## src/rtl/mem_wb_stage_reg.sv

```systemverilog
// rtl/mem_wb_stage_reg.sv - MEM/WB pipeline register with stall, flush, XZR write suppression and retire counter
module mem_wb_stage_reg #(
    parameter int DATA_WIDTH     = 64,
    parameter int REG_ADDR_WIDTH = 5,
    parameter int ZERO_REG       = 31
) (
    input  logic                      clk,
    input  logic                      reset_n,
    input  logic                      mem_valid,
    input  logic [DATA_WIDTH-1:0]     mem_alu_result,
    input  logic [DATA_WIDTH-1:0]     mem_rdata,
    input  logic                      mem_mem_to_reg,
    input  logic                      mem_reg_write,
    input  logic [REG_ADDR_WIDTH-1:0] mem_rd,
    input  logic                      stall,
    input  logic                      flush,
    output logic                      wb_valid,
    output logic [DATA_WIDTH-1:0]     wb_alu_result,
    output logic [DATA_WIDTH-1:0]     wb_rdata,
    output logic                      wb_mem_to_reg,
    output logic                      wb_reg_write,
    output logic [REG_ADDR_WIDTH-1:0] wb_rd,
    output logic [63:0]               retire_count
);

    localparam logic [REG_ADDR_WIDTH-1:0] ZERO_IDX = REG_ADDR_WIDTH'(ZERO_REG);

    logic                      valid_q,      valid_d;
    logic [DATA_WIDTH-1:0]     alu_result_q, alu_result_d;
    logic [DATA_WIDTH-1:0]     rdata_q,      rdata_d;
    logic                      mem_to_reg_q, mem_to_reg_d;
    logic                      reg_write_q,  reg_write_d;
    logic [REG_ADDR_WIDTH-1:0] rd_q,         rd_d;
    logic [63:0]               retire_q,     retire_d;
    logic                      retiring;

    // Next-state selection: flush beats stall, stall beats a normal load
    always_comb begin
        valid_d      = valid_q;
        alu_result_d = alu_result_q;
        rdata_d      = rdata_q;
        mem_to_reg_d = mem_to_reg_q;
        reg_write_d  = reg_write_q;
        rd_d         = rd_q;
        if (flush) begin
            valid_d      = 1'b0;
            alu_result_d = '0;
            rdata_d      = '0;
            mem_to_reg_d = 1'b0;
            reg_write_d  = 1'b0;
            rd_d         = '0;
        end else if (!stall) begin
            valid_d      = mem_valid;
            alu_result_d = mem_alu_result;
            rdata_d      = mem_rdata;
            mem_to_reg_d = mem_mem_to_reg;
            reg_write_d  = mem_valid & mem_reg_write & (mem_rd != ZERO_IDX);
            rd_d         = mem_rd;
        end
    end

    // The resident instruction leaves WB whenever the register is not held; a flush still retires it
    always_comb begin
        retiring = valid_q & (flush | ~stall);
        retire_d = retiring ? retire_q + 64'd1 : retire_q;
    end

    // State registers with synchronous active-low reset
    always_ff @(posedge clk) begin
        if (!reset_n) begin
            valid_q      <= 1'b0;
            alu_result_q <= '0;
            rdata_q      <= '0;
            mem_to_reg_q <= 1'b0;
            reg_write_q  <= 1'b0;
            rd_q         <= '0;
            retire_q     <= '0;
        end else begin
            valid_q      <= valid_d;
            alu_result_q <= alu_result_d;
            rdata_q      <= rdata_d;
            mem_to_reg_q <= mem_to_reg_d;
            reg_write_q  <= reg_write_d;
            rd_q         <= rd_d;
            retire_q     <= retire_d;
        end
    end

    assign wb_valid      = valid_q;
    assign wb_alu_result = alu_result_q;
    assign wb_rdata      = rdata_q;
    assign wb_mem_to_reg = mem_to_reg_q;
    assign wb_reg_write  = reg_write_q;
    assign wb_rd         = rd_q;
    assign retire_count  = retire_q;

endmodule

```

## config.mk

```make
export PLATFORM = sky130hd
export DESIGN_NAME = mem_wb_stage_reg
export DESIGN_NICKNAME = d
export VERILOG_FILES = /design/src/rtl/mem_wb_stage_reg.sv
export SDC_FILE = /design/constraint.sdc
export NUM_CORES = 1
export LEC_CHECK = 0
export ABC_CLOCK_PERIOD_IN_PS = 3300
export CORE_MARGIN = 4
export CORE_UTILIZATION = 42
export DETAILED_ROUTE_END_ITERATION = 8
export GPL_TIMING_DRIVEN = 0
export HOLD_SLACK_MARGIN = 0.08
export PLACE_DENSITY = 0.8
export SYNTH_ARGS = -nofsm -noshare
export SYNTH_HDL_FRONTEND = slang
export SYNTH_SLANG_ARGS = --single-unit
```

## constraint.sdc

```tcl
create_clock -name clk -period 3.3 [get_ports clk]
set_clock_uncertainty 0.05 [all_clocks]
set_input_delay 0.495 -clock clk [delete_from_list [all_inputs] [get_ports clk]]
set_output_delay 0.495 -clock clk [all_outputs]
set_load 0.02 [all_outputs]
```

* Word-level counts from Yosys, hierarchy flattened
Index checks and enable logic that the tools add are counted.
** Storage, ports and cells
- Flip-flop bits (word level) :: 200
- Bits of input ports :: 140
** Cells by class
- Reductions and logical operators :: 1
- $add $sub $neg :: 1
- Bitwise logic cells :: 6
- Eq/ne operators :: 1
** Operator list (number)
- 64-bit by 1-bit adder with 64-bit output, second input constant :: 1
- 5-bit != test, second input constant :: 1
- 1-bit AND :: 3
- 1-bit inverter :: 2
- 2-bit OR reduction :: 1
- 1-bit bitwise OR :: 1

* Logic depth before layout (Yosys ltp)
Gate-level depths: netlist of the first run.
- Word-level depth :: 3
- Depth in mapped cells :: 8

* Worst setup path after synthesis of the first run
No wires, ideal clock.
- Kind :: reg2reg
- From :: register retire_q[21], in the netlist retire_count[21]
- To :: register retire_q[56], in the netlist retire_count[56]
- Setup time :: 0.070 ns
- Data required time :: 3.180 ns
- Data arrival time :: 2.439 ns
- Cell stages (with the launch flop) :: 7
- Slack :: 0.741 ns
- Path through :: dfxtp_1 -> and3_1 -> or4b_1 -> or4_4 -> buf_6 -> or4_1 -> a21oi_1
** Between the ends
- Cells in the longest elaborated chain, start to end :: 1
** RTL lines
- from (decl) :: line 34 : logic [63:0] retire_q, retire_d;
- from (signal assigned) :: line 85 : retire_q <= retire_d;
- 64-bit by 1-bit adder with 64-bit output :: line 65 : retire_d = retiring ? retire_q + 64'd1 : retire_q;
Every way passes these cells.
A chain may end at the register's enable or synchronous reset.

* Worst setup path after layout of the first run
- From :: register retire_q[0], in the netlist retire_count[0]
- To :: register retire_q[50], in the netlist retire_count[50]
The elaborated chain is that of the path after synthesis.

==> results.toml, run 1 <==
[sta]
period_share_pct = 84.7
fmax_mhz = 358
setup_viol = 0
finalSetupTns_ns = 0
report.final.slew_viol_count = 0
hold_ws_ns = 0.445
slew_headroom_pct = 20.4
setup_ws_ns = 0.504
rsz0062_at_grt = "no"
hold_viol_final = 0
fin_crit_ns = 2.80
worst_pin_slew_ns = 1.18

[pwr]
power_mw = 5.09
ir_drop_mv = 0.371
p_leak_nw = 4.49
p_per_area_mw_per_mm2 = 421

[critical_path]
worstPathCellList = "ha_1 > nand2_1 > nor3_1 > nand4_1 > clkbuf_1 > or3_1 > a21oi_1"
path_max_fanout = 10
crit_type = "reg2reg"
cp.arrival_ns = 3.10
crit_required_ns = 3.61
critPathCaptureType = "flip-flop"
cp_slowest_cell = "nor3_1"
worst_setup_path_start_kind = "flip-flop"
cpPeakStageDelay_ns = 0.95

[logic_synthesis]
yosysMostFrequentCell = "dfxtp_1"
synthTopCellsByCount = "dfxtp_1 (200), nor2_1 (167), mux2i_1 (134)"
yosysUniqueCellTypes = 37
yosys-top-cells-area = "dfxtp_1 (51%), mux2i_1 (17%), nor2_1 (8.0%)"
yosys.area.top_type = "dfxtp_1"
async_flop_share_pct = 0
netlist_area_mm2 = 0.00785
yosys_warnings = 0
synth_ff_type = "dfxtp_1"
synth_edf_count = 0
yosysTopAreaCellShare_pct = 51.0
synth_seq_cells = 200
netlist_instances = 825
synth-seq-area-share_pct = 51.0
avgSynthCellArea_um2 = 9.51
syn_nets = 966

[route]
ant_nets = 0
initialDrtViolationCount = 427
wire_per_inst_um = 19.6
finalWirelength_mm = 28.0
drc = 0
vias_per_cell = 5.25
drt-pass1-iter-count = 5
vias = 7485

[die]
dieWidth_um = 145
start_util_pct = 43.2
row_count = 49
fp.dieArea_mm2 = 0.0209
io-pin-count = 340
die_y_um = 145
core_mm2 = 0.0181

[finish]
final_util_pct = 66.6
fillers = 1438
area_growth_pct = 54.0
drive_gt1_share_pct = 3.18
fin_nets = 1324

[global_route]
grt_max_degree = 18
track_usage_pct = 26.0
grt_pass1_wl_mm = 41.3
grt.overflow.total = 0
antenna_found_initial = 7
grt_pass1_vias = 7280

[clock_network]
cts_resized = 0
clock_tree.buffer_depth = 2
clkLatencyLatePin_ns = 0.43
cts.htree.levels = 4
cts_buffers = 17
cts_tree = "yes"
clkTransAtPathRegs_ns = 0.07
cts_setup_buffers = 0
cts_root_buffer = "clkbuf_16"
cts.sink_count = 200
holdBufCountCts = 0

[run]
cap_violations = 0

[placement]
post-place-ws_ns = 0.0862
hpwl_mm = 22.0
io_buffers = 339
place_congestion = 0.894

[min_path]
min-delay-path-class = "reg2reg"

[status]
status = "finished clean"
## final timing paths
path	endpoint	slack, ns	from	depth (start not counted)
worst max-delay path	retire_count[50]$_SDFFE_PN0P_	0.50	retire_count[0]$_SDFFE_PN0P_	7
worst max register to register	retire_count[50]$_SDFFE_PN0P_	0.50	retire_count[0]$_SDFFE_PN0P_	7
worst min-delay path	retire_count[63]$_SDFFE_PN0P_	0.45	retire_count[63]$_SDFFE_PN0P_	2
worst min register to register	retire_count[63]$_SDFFE_PN0P_	0.45	retire_count[63]$_SDFFE_PN0P_	2
## final cells by class
class                           count  area, µm²  share of cell area [%]
Clock inverter                     14        125                    1.04
Inverter                           10       37.5                   0.311
Buffer                             46        180                    1.49
Multi-Input combinational cell    569       3620                    30.0
Clock buffer                       18        429                    3.55
Timing Repair Buffer              339       3390                    28.1
Antenna cell                        1       2.50                  0.0207
Sequential cell                   200       4000                    33.1
Tap cell                          229        287                    2.37
## through the flow
stage / area (µm²) / std cells
4_1_cts: 12100 / 1425
3_5_place_dp: 11500 / 1393
2_1_floorplan: 7850 / 825
6_report: 12100 / 1426
5_1_grt: 12100 / 1426
3_3_place_gp: 11500 / 1393
## cell families (layout without fill, tap and decap cells)
group / Yosys count / count (layout) / share of synthesized area, %
compound gates: 82 / 82 / 6.04
xor+xnor: 23 / 23 / 2.57
fa+ha+maj: 1 / 1 / 0.159
buf+inv: 56 / 427 / 2.78
flops: 200 / 200 / 51.0
mux: 134 / 134 / 17.1
other cells: 0 / 1 / 0
simple gates: 329 / 329 / 20.3
## cell usage in the layout, fill, tap and decap left out, types with 2 or more instances in the layout
cell type / n
nor2_1: 167
clkinvlp_4: 2
buf_1: 13
clkinv_4: 3
or4_4: 2
inv_1: 9
or3_1: 20
clkinv_2: 5
nand4_1: 20
mux2i_1: 134
o31a_1: 2
clkbuf_1: 33
clkbuf_16: 17
or4b_1: 2
nand2_1: 31
nand2b_1: 2
o21ai_0: 19
dfxtp_1: 200
or4_1: 19
o31ai_1: 19
a21oi_1: 39
clkdlybuf4s50_1: 339
inv_6: 2
xnor2_1: 13
o21a_1: 2
nor4_1: 8
nand3_1: 25
nor3_1: 13
and3_1: 7
xor2_1: 10
and4_1: 4
nor2b_1: 2
## worst max-delay path: cells and delay by family (launching register included)
kind | cells | cell delay (ns)
buffers and inverters | 1 | 0.28
and+or+nand+nor | 4 | 1.66
AOI/OAI and AO/OA | 1 | 0.14
DFF | 1 | 0.38
adders and majority gates | 1 | 0.22
## power breakdown
group          internal, mW  leakage (nW)  switching [mW]  total (mW)
registers              2.47          1.62          0.0309        2.50
logic                 0.323          2.60           0.265       0.588
clock network          1.05         0.272           0.955        2.00
## routing by layer
metal / wire, µm / part of all wire (%) / global-route usage [%] / vias up
li1: - / - / - / 3609
met1: 10700 / 38 / 30.7 / 3492
met2: 13700 / 49 / 42.8 / 313
met3: 2620 / 9.4 / 10.4 / 59
met4: 857 / 3.1 / 9.18 / 12
met5: 68 / 0.24 / 0 / -
Note: power is estimated with default switching activity, not from simulation.
==> run 2, diff against run 1 <==
Settings changed: ABC_CLOCK_PERIOD_IN_PS 3300 to 2800.
Clock period 3.3 ns to 2.8 ns, I/O delays scaled along.
==> run 2 against run 1 <==
  * Count of clock-buffer cells in the layout did not move
  * Fmax rose by 4.8%
  * Sequential cell count did not move
  * Core utilization rose by 0.16 points
  * Largest power group unchanged
  * Hold slack got worse by 0.0021 ns
  * Combinational power rose by 18%
  * Critical path depth fell by 1
  * Final area rose by 0.24%
  * Final cell count rose by 0.14%
  * Global-route usage did not move
==> results.toml, run 2 (synthesized netlist as in run 1, its figures left out) <==
[critical_path]
ff2ff_setup_slack_ns = 0.13
worstPathCellList = "and3_1 > or4b_1 > or4_4 > buf_6 > or4_1 > a21oi_1"
worst-r2r-cell-count = 6
cp.arrival_ns = 2.97
rr_startpoint = "retire_count[21]$_SDFFE_PN0P_"
cp_slowest_cell = "or4_4"
worstPathBufferInverterCount = 1
r2r-end = "retire_count[60]$_SDFFE_PN0P_"
worst_setup_path_start_kind = "flip-flop"
cp_top_family = "simple AND/OR/NAND/NOR gates"
crit_required_ns = 3.11
critPathCaptureType = "flip-flop"
crit_cells = 6
crit_type = "reg2reg"
startpoint = "retire_count[21]$_SDFFE_PN0P_"
path_max_fanout = 10
cpPeakStageDelay_ns = 0.55
crit_end = "retire_count[60]$_SDFFE_PN0P_"

[sta]
worst_pin_slew_ns = 0.821
slew_headroom_pct = 45.2
fin_crit_ns = 2.67
rsz0062_at_grt = "no"
report.final.slew_viol_count = 0
period_share_pct = 95.3
hold_viol_final = 0
fmax_mhz = 375
setup_viol = 0

[die]
io-pin-count = 340
start_util_pct = 43.2
die_y_um = 145
row_count = 49
dieWidth_um = 145
fp.dieArea_mm2 = 0.0209
core_mm2 = 0.0181

[route]
vias_per_cell = 5.27
top_layer_used = "met5"
drc = 0
initialDrtViolationCount = 393
wl_met2_mm = 13.7
vias = 7532
finalWirelength_mm = 28.0
ant_nets = 0
drt-pass1-iter-count = 5
wire_per_inst_um = 19.6
wl_met3_mm = 2.65
drt-met1-wl_mm = 10.7

[finish]
layout_commonest_cell = "clkdlybuf4s50_1"
area_growth_pct = 54.4
finalNonFillerCells = 1428
drive_gt1_share_pct = 3.67
regArea_mm2 = 0.00401
final_cell_mix = "clkdlybuf4s50_1 (339), dfxtp_1 (199), nor2_1 (167)"
fin_nets = 1326
fillers = 1433
multi_input_area_mm2 = 0.00363

[pwr]
seqPwrFrac_pct = 49.0
p_comb_share_pct = 11.6
p_sw_share_pct = 24.7
p_leak_nw = 4.50
p_int_mw = 4.52
pwr-share-clk_pct = 39.4
power_mw = 6.00
ir_drop_mv = 0.439
p_per_area_mw_per_mm2 = 496
switchingPower_mw = 1.48

[placement]
place_congestion = 0.894
dp_cells = 1393
hpwl_mm = 22.0
io_buffers = 339

[global_route]
grt.overflow.total = 0
grt_pass1_vias = 7280
antenna_found_initial = 7
grt_pass1_wl_mm = 41.3
grt_max_degree = 18
track_usage_pct = 26.0

[clock_network]
cts_buffers = 17
clkTransAtPathRegs_ns = 0.07
clock_tree.buffer_depth = 2
cts_tree = "yes"
clkLatencyLatePin_ns = 0.43
cts_root_buffer = "clkbuf_16"
cts.htree.levels = 4
cts.sink_count = 200

[min_path]
min-delay-path-class = "reg2reg"

[status]
status = "finished clean"

[run]
cap_violations = 0
[run 2: per-layer routing]
layer	GRT usage [%]	vias up
li1	-	3611
met1	30.7	3544
met2	42.8	304
met3	10.4	61
met4	9.18	12
met5	0	-
[run 2: stage by stage]
stage	util, %	cell area (µm²)	setup TNS [ns]	setup WS (ns)	hold slack (ns)
3_3_place_gp	63.5	11500	-3.71	-0.313	0.423
4_1_cts	66.6	12100	0	0.00286	0.440
3_5_place_dp	63.5	11500	-4.38	-0.339	0.431
5_1_grt	66.7	12100	0	0.0194	0.445
2_1_floorplan	-	7850	0	0.241	0.488
6_report	66.7	12100	0	0.132	0.443
[run 2: worst min path at each step]
stage                                endpoint  cells after the start                            from  slack [ns]
4_1_cts         retire_count[63]$_SDFFE_PN0P_                      2   retire_count[63]$_SDFFE_PN0P_        0.44
5_1_grt         retire_count[63]$_SDFFE_PN0P_                      2   retire_count[63]$_SDFFE_PN0P_        0.44
6_report        retire_count[63]$_SDFFE_PN0P_                      2   retire_count[63]$_SDFFE_PN0P_        0.44
2_1_floorplan   retire_count[51]$_SDFFE_PN0P_                      1                         reset_n        0.49
3_5_place_dp    retire_count[63]$_SDFFE_PN0P_                      2   retire_count[63]$_SDFFE_PN0P_        0.43
3_3_place_gp   wb_alu_result[24]$_SDFFE_PP0N_                      2  wb_alu_result[24]$_SDFFE_PP0N_        0.42
[run 2: worst min-delay path: stages (launching register included)]
cell     delay (ns)
dfxtp_1        0.33
o31ai_1        0.06
a21oi_1        0.05
[run 2: power groups by stage]
stage	registers, mW	logic (mW)	clock network [mW]
floorplan	3.08	0.217	0
global placement	3.01	0.682	0
detailed placement	3.01	0.692	0
CTS	2.94	0.698	2.39
global route	2.95	0.741	2.51
finish	2.94	0.694	2.37
[run 2: what timing repair did]
action | in CTS | in global routing
hold buffers | 0 | 0
gates resized for setup | 0 | 5
buffers inserted | 0 | 2
endpoints found under the setup margin | 0 | 14
[run 2: cell type report]
type / count / share of cell area [%]
Antenna cell: 1 / 0.0207
Buffer: 46 / 1.50
Clock buffer: 18 / 3.54
Clock inverter: 14 / 1.03
Inverter: 10 / 0.310
Multi-Input combinational cell: 569 / 30.0
Sequential cell: 200 / 33.1
Tap cell: 229 / 2.37
Timing Repair Buffer: 341 / 28.1
